### src/rtl/display_pkg.sv
// Shared constants, state encoding and nibble helper for the four-digit
// multiplexed display scanner.
package display_pkg;

  localparam int DIGIT_COUNT = 4;
  localparam int NIBBLE_W    = 4;
  localparam int WORD_W      = 16;

  typedef enum logic {
    IDLE = 1'b0,
    SCAN = 1'b1
  } state_e;

  function automatic logic [NIBBLE_W-1:0] digit_of(input logic [WORD_W-1:0] word,
                                                   input logic [1:0]        idx);
    return word[idx*NIBBLE_W +: NIBBLE_W];
  endfunction

endpackage

### src/rtl/display_scanner_tick_divider.sv
// Dwell counter: counts clock cycles while run is high and flags the last
// cycle of each TICK_DIV-long dwell. Dropping run returns the count to zero.
module tick_divider #(
  parameter int TICK_DIV = 50000
) (
  input  logic clk,
  input  logic rst_n,
  input  logic run,
  output logic tick
);

  localparam int            DW   = (TICK_DIV > 1) ? $clog2(TICK_DIV) : 1;
  localparam logic [DW-1:0] LAST = DW'(TICK_DIV - 1);

  logic [DW-1:0] dwell_q;
  logic [DW-1:0] dwell_d;

  assign tick = run && (dwell_q == LAST);

  always_comb begin
    dwell_d = '0;
    if (run && !tick) begin
      dwell_d = dwell_q + 1'b1;
    end
  end

  always_ff @(posedge clk or negedge rst_n) begin
    if (!rst_n) begin
      dwell_q <= '0;
    end else begin
      dwell_q <= dwell_d;
    end
  end

endmodule

### src/rtl/display_scanner.sv
// Four-digit display scanner: latches a packed hex word and presents one
// nibble at a time with its digit index, accepting a new word only at pass end.
module display_scanner
  import display_pkg::*;
#(
  parameter int TICK_DIV = 50000
) (
  input  logic                clk,
  input  logic                rst_n,
  input  logic [WORD_W-1:0]   wordIn,
  input  logic                wordValid,
  output logic                wordReady,
  input  logic                stop,
  input  logic                clear,
  output logic [NIBBLE_W-1:0] valueOut,
  output logic [1:0]          displaySelect,
  output logic                passDone
);

  localparam logic [1:0] LAST_DIGIT = 2'(DIGIT_COUNT - 1);

  state_e            state_q, state_d;
  logic [1:0]        digit_q, digit_d;
  logic [WORD_W-1:0] word_q,  word_d;

  logic run;
  logic tick;
  logic pass_end;
  logic xfer;

  // clear stops the dwell counter on the same cycle so it restarts from zero.
  assign run      = (state_q == SCAN) && !clear;
  assign pass_end = tick && (digit_q == LAST_DIGIT);
  assign xfer     = wordValid && wordReady;

  tick_divider #(
    .TICK_DIV(TICK_DIV)
  ) u_tick_divider (
    .clk  (clk),
    .rst_n(rst_n),
    .run  (run),
    .tick (tick)
  );

  always_comb begin
    wordReady = 1'b0;
    if (!clear) begin
      if (state_q == IDLE) begin
        wordReady = 1'b1;
      end else if (pass_end && !stop) begin
        wordReady = 1'b1;
      end
    end
  end

  assign passDone      = pass_end;
  assign displaySelect = (state_q == SCAN) ? digit_q : 2'd0;
  assign valueOut      = (state_q == SCAN) ? digit_of(word_q, digit_q) : '0;

  always_comb begin
    state_d = state_q;
    digit_d = digit_q;
    word_d  = word_q;
    if (clear) begin
      state_d = IDLE;
      digit_d = '0;
    end else begin
      case (state_q)
        IDLE: begin
          if (xfer) begin
            word_d  = wordIn;
            digit_d = '0;
            state_d = SCAN;
          end
        end
        SCAN: begin
          if (tick) begin
            // Digit wraps 3->0 on its own, so a new pass starts at digit 0.
            digit_d = digit_q + 2'd1;
            if (pass_end && stop) begin
              state_d = IDLE;
            end
            if (xfer) begin
              word_d = wordIn;
            end
          end
        end
        default: state_d = IDLE;
      endcase
    end
  end

  always_ff @(posedge clk or negedge rst_n) begin
    if (!rst_n) begin
      state_q <= IDLE;
      digit_q <= '0;
      word_q  <= '0;
    end else begin
      state_q <= state_d;
      digit_q <= digit_d;
      word_q  <= word_d;
    end
  end

endmodule

### config.mk
export PLATFORM = sky130hd
export DESIGN_NAME = display_scanner
export DESIGN_NICKNAME = d
export VERILOG_FILES = /design/src/rtl/display_pkg.sv /design/src/rtl/display_scanner_tick_divider.sv /design/src/rtl/display_scanner.sv
export SDC_FILE = /design/constraint.sdc
export NUM_CORES = 1
export LEC_CHECK = 0
export ABC_AREA = 1
export CAP_MARGIN = 40
export CORE_ASPECT_RATIO = 1.2
export CORE_MARGIN = 10
export CORE_UTILIZATION = 53
export DETAILED_ROUTE_END_ITERATION = 8
export PLACE_DENSITY = 0.85
export SLEW_MARGIN = 20
export SYNTH_ARGS = -nofsm -noshare
export SYNTH_HDL_FRONTEND = slang
export SYNTH_SLANG_ARGS = --single-unit
### constraint.sdc
create_clock -name clk -period 2 [get_ports clk]
set_input_delay 0.2 -clock clk [delete_from_list [all_inputs] [get_ports clk]]
set_output_delay 0.2 -clock clk [all_outputs]
set_load 0.005 [all_outputs]
==> flow_summary.ini <==
[layout]
diodes = 0
final_common_cell = nand2_1
final_cell_mix = nand2_1 (63), nor2_1 (37), dfrtp_1 (33)
area_delta_synth_final_pct = 26.8
instances_no_fill = 321
drive_gt1_share_pct = 15.1
num-nets-final = 308
final_core_util_pct = 69.9

[yosys]
ys_types = 26
yosysTopAreaCellShare_pct = 47.2
seq_area_frac_synth_pct = 47.2
synth_area_leader_cell = dfrtp_1
synthTopCellsByArea = dfrtp_1 (47%), nand2_1 (13%), nor2_1 (7.5%)
ys.flop_type = dfrtp_1
synth_area_mm2 = 0.00186
syn_inst = 241
synth-seq-cells = 35
ys_warn_count = 0
syn_area_per_cell_um2 = 7.70
syn-num-nets = 264
synth_edf_count = 0
async_flop_share_pct = 100

[grt]
antenna_found_initial = 0
gr-total-overflow = 0
grt_use_total_pct = 14.2
grt_max_degree = 36
grt_pass1_vias = 1757
grt_pass1_wl_mm = 7.28

[pwr]
ir_drop_v = 0.000487
p_int_w = 0.00111
p_clk_share_pct = 30.8
p_sw_share_pct = 25.9
p_leak_nw = 1.11
p_per_area_mw_per_mm2 = 636
power.switching_w = 0.000388
p_total_w = 0.00150
p_seq_share_pct = 54.5
power_frac_comb_pct = 14.7

[detailed_routing]
routed_wl_mm = 4.25
initialDrtViolationCount = 78
drc = 0
vias = 1699
drt-pass1-iter-count = 4
drtAntennaViolNets = 0
drt-vias-per-instance = 5.29
drt-wirelength-per-cell_um = 13.2

[clock_tree]
clock_latency_ns = 0.29
cts-htree-levels = 2
cts.sinks = 35
path_clk_slew_ns = 0.07
root_buffer = clkbuf_8
numCtsBuffers = 5
cts_tree = yes
clk_path_buf_depth = 2
ctsHoldBuffers = 0

[floorplanning]
die_h_um = 84.8
die_w_um = 74.0
start_util_pct = 55.1
io_pins = 29
core-area_mm2 = 0.00337
rows = 23
die_area_mm2 = 0.00628

[setup_path]
crit_path_end_kind = primary output
required_ns = 1.80
worst-setup-path-type = flop to primary output
crit_path_max_fanout = 6
worst_ep_arrival_time_ns = 1.75
start_kind = flop

[sta]
tns_ns = 0
slew_headroom_pct = 71.6
max_clock_freq_ghz = 0.514
period_share_pct = 97.4
drv_slew = 0
fin_worst_skew_ns = 0.00702
final-setup-viol-count = 0
max_slew.worst_pin.slew_ns = 0.426
finalCriticalPeriod_ns = 1.95
whs_ns = 0.326
rsz0062_at_grt = false
hold_violations = 0

[placed_design]
dp_cells = 304
dp_hpwl_mm = 3.05
gp_congestion = 0.942
port_buffers = 28

[hold_path]
hold_path_class = primary input to asynchronous set/reset pin

[run_status]
status = finished clean

[run]
max_cap_violations = 0
-- power groups by stage --
stage               Clock [W]  Combinational (W)  Sequential (W)
CTS                  0.000467           0.000224        0.000812
global placement            0           0.000215        0.000824
detailed placement          0           0.000220        0.000824
global route         0.000496           0.000255        0.000819
floorplan                   0           0.000124        0.000812
finish               0.000461           0.000221        0.000815
-- critical path, stage by stage, from the launching register on --
cell and delay, ns:
dfrtp_2 0.35, clkbuf_4 0.18, nor2_1 0.06, nor2_1 0.09, o21ai_0 0.11, a21oi_1 0.16, clkdlybuf4s50_1 0.53
-- cell usage after synthesis (4+ instances only) --
library cell and instances:
xor2_1 5, nand3_1 22, inv_1 16, dfrtp_1 35, nand4_1 4, a21oi_1 8, inv_2 6, nor3_1 12
nor2_1 37, o21ai_0 8, nand2_1 64
-- per-stage QoR --
stage	worst slack [ns]	cell area [um^2]
6_report	0.0527	2350
5_1_grt	0.00219	2350
4_1_cts	0.0117	2290
3_5_place_dp	0.0918	2170
3_3_place_gp	0.130	2170
2_1_floorplan	0.433	1860
-- metal layers --
layer,global-route usage (%),routed length [um],up-vias
met1,15.2,1790,786
met4,6.11,115,0
met5,0,0,-
met3,5.48,240,15
li1,-,-,854
met2,24.0,2100,44
-- flip-flops by register name (all words and copies together) (netlist names) --
signal	flops
word_q	16
digit_q	2
state_q	1
u_tick_divider.dwell_q	16
-- final cells by class --
| type | instances | area (um^2) |
|---|---|---|
| Clock buffer | 6 | 72.6 |
| Sequential cell | 35 | 878 |
| Tap cell | 37 | 46.3 |
| Fill cell | 285 | 1010 |
| Multi-Input combinational cell | 178 | 876 |
| Inverter | 22 | 85.1 |
| Timing Repair Buffer | 43 | 394 |
-- path summary, 6_finish.rpt --
kind                            cells after the start                        end  slack, ns                       from
worst min-delay path                                2  u_tick_divider.dwell_q[0]       0.33                      rst_n
worst max register to register                     11                 word_q[13]       0.27  u_tick_divider.dwell_q[0]
min in group clk                                    3                  word_q[2]       0.46                  wordIn[2]
worst min register to register                      2                  word_q[2]       0.48                  word_q[2]
max in group asynchronous                           2                 digit_q[0]       1.34                      rst_n
worst max-delay path                                6                valueOut[0]       0.05                 digit_q[0]
-- kinds of logic (layout without fill, tap and decap cells) --
kind of cell	Yosys count	after routing	share of synthesized area, %
AO/OA/AOI/OAI	17	17	4.59
XOR/XNOR	6	6	2.83
adder cells (fa/ha/maj)	2	2	1.35
buffers and inverters	28	71	6.61
flip-flops	35	35	47.2
AND/OR/NAND/NOR	153	153	37.4
-- repair_timing --
item | 4_1_cts | 5_1_grt
cloned | 0 | 0
pin swaps | 2 | 1
buffers inserted | 4 | 7
gates resized for setup | 8 | 6
setup endpoints to repair | 6 | 5
Power figures use the tool's default switching activity.
